--- config.mk ---
export PLATFORM = sky130hd
export DESIGN_NAME = bcd_updown_counter_debounce_flat
export DESIGN_NICKNAME = d
export VERILOG_FILES = /design/src/rtl/bcd_updown_counter_debounce_if.sv /design/src/rtl/bcd_updown_counter_debounce.sv /design/src/flat_wrapper.sv
export SDC_FILE = /design/constraint.sdc
export NUM_CORES = 1
export LEC_CHECK = 0
export ABC_AREA = 1
export BUFFER_PORTS_ARGS = -buffer_cell sky130_fd_sc_hd__buf_2
export CORE_ASPECT_RATIO = 0.6
export CORE_UTILIZATION = 30
export DETAILED_ROUTE_END_ITERATION = 10
export PLACE_DENSITY = 0.52
export SETUP_SLACK_MARGIN = 0.15
export SYNTH_ARGS = -nofsm -noshare
export SYNTH_HDL_FRONTEND = slang
export SYNTH_SLANG_ARGS = --single-unit
--- constraint.sdc ---
create_clock -name ck -period 2.7 [get_ports ck]
set_input_delay 0.27 -clock ck [delete_from_list [all_inputs] [get_ports ck]]
set_output_delay 0.27 -clock ck [all_outputs]
set_load 0.01 [all_outputs]
--- src/rtl/bcd_updown_counter_debounce_if.sv ---
// Button inputs and BCD display outputs of the up/down event counter.
interface bcd_updown_counter_debounce_if #(
  parameter int NUM_DIGITS = 8
);
  logic                    add1;
  logic                    sub1;
  logic [4*NUM_DIGITS-1:0] digits;
  logic                    wrap;

  modport master (
    output add1,
    output sub1,
    input  digits,
    input  wrap
  );

  modport slave (
    input  add1,
    input  sub1,
    output digits,
    output wrap
  );
endinterface

--- src/rtl/bcd_updown_counter_debounce.sv ---
// Debounced two-button BCD up/down counter with wrap/limit pulse.
// Define BCD_COUNTER_SATURATE_EN to saturate at 0 and 10^N-1 instead of wrapping.
module bcd_updown_counter_debounce #(
  parameter int NUM_DIGITS      = 8,
  parameter int DEBOUNCE_CYCLES = 4
) (
  input logic ck,
  input logic reset,
  bcd_updown_counter_debounce_if.slave bus
);
  localparam int W  = 4*NUM_DIGITS;
  localparam int CW = $clog2(DEBOUNCE_CYCLES);
  localparam logic [CW-1:0] CMAX = CW'(DEBOUNCE_CYCLES-1);

  // bit 0 = add button, bit 1 = sub button
  logic [1:0]    raw, s1, s2, lvl, prev, press;
  logic [CW-1:0] cnt [2];

  assign raw   = {bus.sub1, bus.add1};
  assign press = prev & ~lvl;

  always_ff @(posedge ck) begin
    if (!reset) begin
      s1   <= '1;
      s2   <= '1;
      lvl  <= '1;
      prev <= '1;
      for (int b = 0; b < 2; b++)
        cnt[b] <= '0;
    end else begin
      s1   <= raw;
      s2   <= s1;
      prev <= lvl;
      for (int b = 0; b < 2; b++) begin
        if (s2[b] == lvl[b]) begin
          cnt[b] <= '0;
        end else if (cnt[b] == CMAX) begin
          lvl[b] <= s2[b];
          cnt[b] <= '0;
        end else begin
          cnt[b] <= cnt[b] + CW'(1);
        end
      end
    end
  end

  logic [W-1:0] q, inc, dec;
  logic         all9, all0, cy, bw, wr;

  // Ripple carry/borrow across digits in a single cycle.
  always_comb begin
    inc  = '0;
    dec  = '0;
    all9 = 1'b1;
    all0 = 1'b1;
    cy   = 1'b1;
    bw   = 1'b1;
    for (int k = 0; k < NUM_DIGITS; k++) begin
      if (q[4*k +: 4] != 4'd9) all9 = 1'b0;
      if (q[4*k +: 4] != 4'd0) all0 = 1'b0;
      if (!cy)
        inc[4*k +: 4] = q[4*k +: 4];
      else if (q[4*k +: 4] == 4'd9)
        inc[4*k +: 4] = 4'd0;
      else
        inc[4*k +: 4] = q[4*k +: 4] + 4'd1;
      if (!bw)
        dec[4*k +: 4] = q[4*k +: 4];
      else if (q[4*k +: 4] == 4'd0)
        dec[4*k +: 4] = 4'd9;
      else
        dec[4*k +: 4] = q[4*k +: 4] - 4'd1;
      cy = cy & (q[4*k +: 4] == 4'd9);
      bw = bw & (q[4*k +: 4] == 4'd0);
    end
  end

  logic up, dn;
  assign up = press[0] & ~press[1];
  assign dn = press[1] & ~press[0];

  always_ff @(posedge ck) begin
    if (!reset) begin
      q  <= '0;
      wr <= 1'b0;
    end else begin
      wr <= 1'b0;
`ifdef BCD_COUNTER_SATURATE_EN
      if (up) begin
        if (all9) wr <= 1'b1;
        else      q  <= inc;
      end else if (dn) begin
        if (all0) wr <= 1'b1;
        else      q  <= dec;
      end
`else
      if (up) begin
        q  <= inc;
        wr <= all9;
      end else if (dn) begin
        q  <= dec;
        wr <= all0;
      end
`endif
    end
  end

  assign bus.digits = q;
  assign bus.wrap   = wr;
endmodule

--- src/flat_wrapper.sv ---
// flat-port wrapper written by rule: the top's interface ports become plain ports
module bcd_updown_counter_debounce_flat 
#(
  parameter int NUM_DIGITS      = 8,
  parameter int DEBOUNCE_CYCLES = 4
)
  (ck, reset, bus_add1, bus_sub1, bus_digits, bus_wrap);
  bcd_updown_counter_debounce_if #(.NUM_DIGITS(NUM_DIGITS)) bus_i ();
  input logic ck;
  input logic reset;
  input wire logic [$bits(bus_i.add1)-1:0] bus_add1;
  input wire logic [$bits(bus_i.sub1)-1:0] bus_sub1;
  output wire logic [$bits(bus_i.digits)-1:0] bus_digits;
  output wire logic [$bits(bus_i.wrap)-1:0] bus_wrap;
  assign bus_i.add1 = bus_add1;
  assign bus_i.sub1 = bus_sub1;
  assign bus_digits = bus_i.digits;
  assign bus_wrap = bus_i.wrap;
  bcd_updown_counter_debounce #(.NUM_DIGITS(NUM_DIGITS), .DEBOUNCE_CYCLES(DEBOUNCE_CYCLES)) u_core (.ck(ck), .reset(reset), .bus(bus_i));
endmodule
==> results of run 1 <==
## critical path, cell delays in order, from the launching register on
cell and delay [ps]:
dfxtp_1 350, inv_1 70, nand2_1 80, inv_1 50, ha_1 200, buf_4 200, inv_1 90, buf_4 290
nor2_1 110, nor2_1 110, nand2_1 160, inv_1 110, nand2_1 60, a21oi_1 130
## layout by cell type (no fill, tap or decap), drive strengths merged
cell type and count:
nand2 100, nor2 68, inv 52, o21ai 47, dfxtp 41, buf 41, a21oi 37, nand3 29
xor2 8, or2 7, a31oi 6, nor3 6, o211ai 5, clkbuf 5, ha 4, edfxtp 4
conb 4, nand4 4, o31ai 3, o22ai 2, a211oi 2, clkinv 2, nand3b 1, o21a 1
nor4 1, a21o 1, clkinvlp 1, bufinv 1
## registers in the layout (all words and copies together) (netlist names)
| signal | flops |
|---|---|
| u_core.s1 | 2 |
| u_core.s2 | 2 |
| u_core.bus.wrap | 1 |
| u_core.lvl | 2 |
| u_core.bus.digits | 32 |
| u_core.prev | 2 |
| u_core.cnt | 4 |
## stage by stage
stage	utilization [%]	instance area [µm²]	cells	hold WS, ps	setup slack (ps)
2_1_floorplan	-	2889	446	376.6	1041
3_3_place_gp	34.58	3201	605	394.6	708.5
3_5_place_dp	34.58	3201	605	400.2	644.6
4_1_cts	36.43	3372	613	147.1	616.9
5_1_grt	36.43	3372	613	161.4	354.1
6_report	36.43	3372	613	158.3	621.1
## power by group through the flow
stage / registers, µW / logic [µW] / clock network [µW]
2_1_floorplan: 810 / 387 / 0
3_3_place_gp: 804 / 526 / 0
3_5_place_dp: 805 / 527 / 0
4_1_cts: 790 / 529 / 744
5_1_grt: 801 / 603 / 770
6_report: 791 / 530 / 718
## layer usage
metal  vias to the layer above  part of all wire, %  track usage (%)  routed length [µm]
met5                         -                    0                0                   0
met4                         0                  1.0            4.588                  73
met3                         7                  5.9            3.724                 412
met2                        69                   38            20.81                2698
met1                      1258                   55            22.21                3849
li1                       1532                    -                -                   -
## cells by family after synthesis
group | count (synthesis) | share of synthesized area, %
adder cells (fa/ha/maj) | 4 | 1.739
XOR/XNOR | 8 | 2.435
AND/OR/NAND/NOR | 216 | 34.22
buffers and inverters | 65 | 9.304
AO/OA/AOI/OAI | 104 | 19.48
flip-flops | 45 | 32.70
other | 1 | 0.1303
## worst max path at each step
stage                     slack [ps]     startpoint               endpoint
final                            620  u_core.lvl[0]  u_core.bus.digits[15]
after global routing             350  u_core.lvl[0]  u_core.bus.digits[13]
after CTS                        620  u_core.lvl[0]  u_core.bus.digits[15]
after detailed placement         640  u_core.lvl[0]  u_core.bus.digits[12]
after global placement           710  u_core.lvl[1]   u_core.bus.digits[6]
after floorplan                 1040  u_core.lvl[0]  u_core.bus.digits[31]
## layout make-up
type | count | share of cell area [%]
Tap cell | 130 | 4.824
Multi-Input combinational cell | 336 | 49.83
Clock inverter | 3 | 1.373
Clock buffer | 5 | 3.711
Timing Repair Buffer | 41 | 6.456
Inverter | 53 | 5.900
Sequential cell | 45 | 27.90
==> results.toml, run 1 <==
[run_status]
status = "finished clean"

[timing]
grt_setup_unrepaired = "no"
min_period_ps = 2079
tns_ps = 0
setup_violations = 0
finalCritPeriodShare_pct = 77.00
finalClockSkew_ps = 4.374
max_clock_freq_mhz = 481.0
maxSlewViolCount = 0
hold_viol = 0

[finish]
diodes = 0
syn2layout_area_growth_pct = 17.17
num-fill-cells = 1016
layout-drive-gt1-share_pct = 16.36
finalNetCount = 490
multi_input_area_mm2 = 0.001680
seq_area_um2 = 940.9

[power_and_ir_drop]
p_switching_uw = 689.7
combPwrFrac_pct = 26.0
irDropWorstVdd_uv = 310.9
total_leakage_power_uw = 0.001580
power_frac_clock_pct = 35.2
p_per_area_mw_per_mm2 = 604.8
pwr-share-seq_pct = 38.8
finalPower_uw = 2039
p_int_uw = 1350
p_sw_share_pct = 33.82

[worst_setup_path]
r2r_cells = 13
critPathKind = "flip-flop to flip-flop"
ff2ff_setup_slack_ps = 620
cp_data_arrival_time_ps = 2300
worstReg2RegStart = "u_core.lvl[0]"
critPathLaunchType = "flip-flop"
r2r-end = "u_core.bus.digits[15]"
end_kind = "flip-flop"
crit_fanout = 28
worstPathRequired_ps = 2920

[synth]
synthTopCellsByArea = "dfxtp_1, nand2_1, o21ai_0, nor2_1, a21oi_1"
async_reset_ff_share_pct = 0
ys_top_cells_by_count = "nand2_1, nor2_1, inv_1"
ys_seq_area_share_pct = 32.70
synth_ff_type = "dfxtp_1"
yosysMostFrequentCell = "nand2_1"
synth-edff-count = 4
synth_top_cell_area_share_pct = 28.52
ys_types = 37
ys_seq_elements = 45
yosys_warnings = 0
synth_top_area_cell = "dfxtp_1"
syn_area_mm2 = 0.002878
syn_area_per_cell_um2 = 6.496
synthCells = 443

[routing]
drt_iter0_drc = 212
vias = 2866
drc = 0
wire_per_inst_um = 11.47
via_per_inst = 4.675
drt_first_pass_iters = 4
ant_nets = 0
wl_um = 7033

[min_path]
whs_endpoint = "u_core.s1[0]"
holdCritStartpoint = "bus_add1"
whs_path_depth = 2
hp-class = "input port to flip-flop"

[die]
core_mm2 = 0.009256
start_util_pct = 31.09
die_h_um = 77.87
ios = 37
dieArea_mm2 = 0.01000
rows = 27
dieWidth_um = 128.4

[clock_network]
cts_setup_buffers = 0
clock_sinks = 45
cts_hold_buf = 0
post_cts_resized = 0
clk_path_buf_depth = 2
root_buffer = "clkbuf_16"
cts_buffers = 5
clk_pin_slew_ps = 60
cts_tree = "done"
htreeDepth = 2
insertion_delay_ps = 290

[placement]
hpwl_um = 5183
port_buffers = 36
globalplace.congestion = 0.8485

[global_route]
antenna_found_initial = 0
grt-ovfl-total = 0
track_usage_pct = 14.99
grt_pass1_vias = 2426
grt_max_degree = 29
grt_pass1_wl_um = 11830

[run]
drv_cap = 0
Note: power is estimated with default switching activity, not from simulation.
==> run 2, diff against run 1 <==
==> constraint.sdc (replaced) <==
create_clock -name ck -period 1.99 [get_ports ck]
set_input_delay 0.199 -clock ck [delete_from_list [all_inputs] [get_ports ck]]
set_output_delay 0.199 -clock ck [all_outputs]
set_load 0.01 [all_outputs]
==> results.toml, run 2 (same netlist as run 1, synthesis figures left out) <==
[timing]
min_period_ps = 1709
setup_violations = 0
finalCritPeriodShare_pct = 85.86
max_clock_freq_mhz = 585.2
grt_setup_unrepaired = "yes"
maxSlewViolCount = 0
hold_ws_ps = 93.19
finalClockSkew_ps = 3.805
tns_ps = 0
hold_viol = 0

[routing]
drt_first_pass_iters = 4
drt_iter0_drc = 254
via_per_inst = 4.682
drc = 0
wl_um = 7370
vias = 2898
ant_nets = 0
wire_per_inst_um = 11.91

[clock_network]
clock_sinks = 45
root_buffer = "clkbuf_16"
clk_path_buf_depth = 2
cts_hold_buf = 0
cts_buffers = 5
insertion_delay_ps = 290
cts_tree = "done"
htreeDepth = 2
clk_pin_slew_ps = 60

[worst_setup_path]
slowest_delay_ps = 340
critPathLaunchType = "flip-flop"
end_kind = "flip-flop"
crit_path_top_delay_cell = "dfxtp_1"
critPathKind = "flip-flop to flip-flop"
worstReg2RegStart = "u_core.lvl[0]"
worstPathRequired_ps = 2170
path_cells = "inv_1, nand2_2, inv_1, ha_2, buf_12, nand2_2, o211ai_1, buf_4, buf_4, a31oi_2, a21oi_1"
r2r_cells = 11
crit_fanout = 18
r2r-end = "u_core.bus.digits[7]"
cp_data_arrival_time_ps = 1890
ff2ff_setup_slack_ps = 280

[power_and_ir_drop]
irDropWorstVdd_uv = 302.9
p_per_area_mw_per_mm2 = 766.3
total_leakage_power_uw = 0.001627

[die]
core_mm2 = 0.009256
dieArea_mm2 = 0.01000
die_h_um = 77.87
rows = 27
dieWidth_um = 128.4
ios = 37
start_util_pct = 31.09

[finish]
final_cell_mix = "nand2_1, nor2_1, inv_1, o21ai_0, dfxtp_1"
layout-drive-gt1-share_pct = 20.65
syn2layout_area_growth_pct = 21.39
finalNetCount = 496
final_common_cell = "nand2_1"
largest_reg_flops = 32
diodes = 0

[placement]
globalplace.congestion = 0.8706
port_buffers = 36
hpwl_um = 5364

[min_path]
holdCritStartpoint = "bus_add1"
hp-class = "input port to flip-flop"
whs_endpoint = "u_core.s1[0]"
whs_path_depth = 2

[global_route]
track_usage_pct = 15.30
grt_pass1_vias = 2519
grt_max_degree = 29
grt-ovfl-total = 0
grt_pass1_wl_um = 12170
antenna_found_initial = 0

[run]
drv_cap = 0

[run_status]
status = "finished clean"
run 2: final cells by class:
type | instances | area (µm²)
timing repair buffer | 47 | 305.3
tap | 130 | 162.7
clock buffer | 5 | 125.1
multi-input combinational | 336 | 1738
clock inverter | 3 | 17.52
inverter | 53 | 203.9
fill | 998 | 5763
sequential | 45 | 940.9
run 2: stage by stage:
step / utilization [%] / instance area (µm²) / power [µW] / std cells / worst slack, ps
2_1_floorplan: - / 2889 / 1625 / 446 / 330.5
3_3_place_gp: 35.09 / 3248 / 1819 / 608 / 145.6
3_5_place_dp: 35.09 / 3248 / 1827 / 608 / 84.67
4_1_cts: 36.75 / 3402 / 2667 / 617 / 152.6
5_1_grt: 37.74 / 3493 / 2855 / 619 / 143.6
6_report: 37.74 / 3493 / 2677 / 619 / 281.3
run 2: report_power, final:
| group | switching (µW) | internal, µW | leakage [µW] | total (µW) |
|---|---|---|---|---|
| Clock | 358 | 461 | 0.0000696 | 819 |
| Combinational | 498 | 289 | 0.00118 | 787 |
| Sequential | 91.0 | 980 | 0.000375 | 1070 |
| Total | 947 | 1730 | 0.00163 | 2680 |
run 2: worst max-delay path: cells and delay by family (launching register included):
family	cells	cell delay (ps)
AO/OA/AOI/OAI	3	310
AND/OR/NAND/NOR	2	160
adder cells (fa/ha/maj)	1	220
flip-flops	1	340
buffers and inverters	5	580
run 2: worst max-delay path by stage:
| stage | startpoint | to | slack, ps | cells after the start |
|---|---|---|---|---|
| floorplan | u_core.lvl[0] | u_core.bus.digits[31] | 330 | 12 |
| global placement | u_core.lvl[1] | u_core.bus.digits[7] | 150 | 9 |
| detailed placement | u_core.lvl[1] | u_core.bus.digits[7] | 80 | 9 |
| CTS | u_core.lvl[0] | u_core.bus.digits[16] | 150 | 10 |
| global route | u_core.lvl[0] | u_core.bus.digits[13] | 140 | 9 |
| finish | u_core.lvl[0] | u_core.bus.digits[7] | 280 | 11 |
run 2: metal layers:
| metal | GRT usage (%) | part of all wire [%] |
|---|---|---|
| met1 | 22.65 | 53 |
| met2 | 22.05 | 40 |
| met3 | 3.448 | 6.0 |
| met4 | 3.529 | 0.81 |
| met5 | 0 | 0 |
run 2: repair_timing:
action,CTS,global route
gates cloned,0,1
pin swaps,1,3
buffers inserted,1,1
endpoints found under the setup margin,7,26
gates resized for setup,2,23
==> run 3, diff against run 2 <==
--- a/config.mk
+++ b/config.mk
@@ -10,7 +10,7 @@
 export CORE_ASPECT_RATIO = 0.6
 export CORE_UTILIZATION = 30
 export DETAILED_ROUTE_END_ITERATION = 10
-export PLACE_DENSITY = 0.52
+export PLACE_DENSITY = 0.54
 export SETUP_SLACK_MARGIN = 0.15
 export SYNTH_ARGS = -nofsm -noshare
 export SYNTH_HDL_FRONTEND = slang
==> constraint.sdc (replaced) <==
create_clock -name ck -period 1.5 [get_ports ck]
set_input_delay 0.15 -clock ck [delete_from_list [all_inputs] [get_ports ck]]
set_output_delay 0.15 -clock ck [all_outputs]
set_load 0.01 [all_outputs]
==> results.toml, run 3 (same netlist as run 1, synthesis figures left out) <==
[die]
ios = 37
dieWidth_um = 128.4
die_h_um = 77.87
dieArea_mm2 = 0.01000
core_mm2 = 0.009256
rows = 27
start_util_pct = 31.09

[routing]
ant_nets = 0
wl_um = 8527
drt_first_pass_iters = 4
drt_iter0_drc = 154
vias = 3287
drc = 0
wire_per_inst_um = 12.25
via_per_inst = 4.723

[finish]
largest_reg_flops = 32
fin_area_mm2 = 0.004370
diodes = 0
layout-drive-gt1-share_pct = 43.64
num-fill-cells = 955
syn2layout_area_growth_pct = 51.87
final_cells = 696
post-route-util_pct = 47.22
final_cell_mix = "nand2_1, buf_4, nor2_1, inv_1, buf_2"
finalNetCount = 573

[timing]
layout_setup_ws_ps = -64.50
max_clock_freq_mhz = 639.2
hold_viol = 0
finalClockSkew_ps = 4.516
setup_violations = 18
finalCritPeriodShare_pct = 104.3
grt_setup_unrepaired = "yes"
min_period_ps = 1564
maxSlewViolCount = 0
hold_ws_ps = 39.81

[clock_network]
clk_path_buf_depth = 2
clk_pin_slew_ps = 70
insertion_delay_ps = 290
clock_sinks = 45
htreeDepth = 2
root_buffer = "clkbuf_16"
cts_buffers = 5
cts_tree = "done"

[placement]
globalplace.congestion = 0.8590
port_buffers = 36
placed_area_mm2 = 0.003847
hpwl_um = 6243
place_inst = 672
post-place-ws_ps = -117.0

[worst_setup_path]
r2r-end = "u_core.bus.digits[31]"
cp_common_cell = "nor2_4"
end_kind = "flip-flop"
crit_fanout = 3
r2r_cells = 9
slowest_delay_ps = 360
ff2ff_setup_slack_ps = -60
cp_data_arrival_time_ps = 1760
crit_path_top_delay_cell = "dfxtp_2"
path_cells = "inv_2, nor2_4, nand2_2, nor2_4, nand4_1, buf_4, or2_4, a21oi_2, nor2_1"
critPathKind = "flip-flop to flip-flop"
worstPathRequired_ps = 1690
worstReg2RegStart = "u_core.bus.digits[3]"
critPathLaunchType = "flip-flop"

[global_route]
grt_pass1_wl_um = 14410
top_usage_layer = "met2"
grt-ovfl-total = 0
grt_pass1_vias = 3098
met3_usage_pct = 3.655
grt_max_degree = 29
antenna_found_initial = 0
met2_usage_pct = 27.78
use_met1_pct = 26.09
track_usage_pct = 18.10

[run_status]
failed_checks = "setup timing"
status = "complete, but fails checks"

[run]
drv_cap = 0

[min_path]
holdCritStartpoint = "bus_add1"
whs_endpoint = "u_core.s1[0]"
hp-class = "input port to flip-flop"
whs_path_depth = 2

[power_and_ir_drop]
total_leakage_power_uw = 0.002040
irDropWorstVdd_uv = 510.9
p_per_area_mw_per_mm2 = 932.5
[run 3: through the flow]
stage | power (µW) | setup TNS, ps
6_report | 4076 | -617.3
5_1_grt | 4364 | -3172
4_1_cts | 4024 | -603.2
3_5_place_dp | 2734 | -2033
3_3_place_gp | 2716 | -1153
2_1_floorplan | 2251 | 0
[run 3: routing by layer]
metal	up-vias	part of all wire (%)
li1	1704	-
met1	1520	52
met2	58	42
met3	5	4.8
met4	0	0.56
met5	-	0
[run 3: repair_timing]
action | CTS | global route
pin swaps | 31 | 28
hold buffers | 0 | 0
setup endpoints to repair | 32 | 34
gates resized for setup | 36 | 35
buffers inserted | 10 | 5
endpoints found under the hold margin | 0 | 0
gates cloned | 1 | 0
[run 3: cell type report]
cell class | instances | area [µm²] | share of cell area [%]
multi-input combinational | 336 | 2009 | 45.98
sequential | 45 | 955.9 | 21.87
timing repair buffer | 124 | 888.4 | 20.33
inverter | 53 | 203.9 | 4.666
tap | 130 | 162.7 | 3.722
clock buffer | 5 | 125.1 | 2.863
clock inverter | 3 | 25.02 | 0.5726
[run 3: how the worst max path moves through the flow]
stage / depth (start not counted) / startpoint / to / slack (ps)
2_1_floorplan: 9 / u_core.lvl[0] / u_core.bus.digits[5] / 4
3_3_place_gp: 9 / u_core.bus.digits[3] / u_core.bus.digits[30] / -90
3_5_place_dp: 9 / u_core.lvl[1] / u_core.bus.digits[19] / -120
4_1_cts: 12 / u_core.lvl[0] / u_core.bus.digits[14] / -60
5_1_grt: 11 / u_core.lvl[0] / u_core.bus.digits[9] / -160
6_report: 9 / u_core.bus.digits[3] / u_core.bus.digits[31] / -60
[run 3: power breakdown]
| group | switching [µW] | total [µW] | internal, µW |
|---|---|---|---|
| sequential | 82.8 | 1390 | 1310 |
| combinational | 872 | 1540 | 672 |
| clock | 516 | 1140 | 627 |
[run 3: critical path: cells and delay by family, from the launching register on]
family	cells	cell delay (ps)
AOI/OAI and AO/OA	1	120
buffers and inverters	2	240
DFF	1	360
and+or+nand+nor	6	740
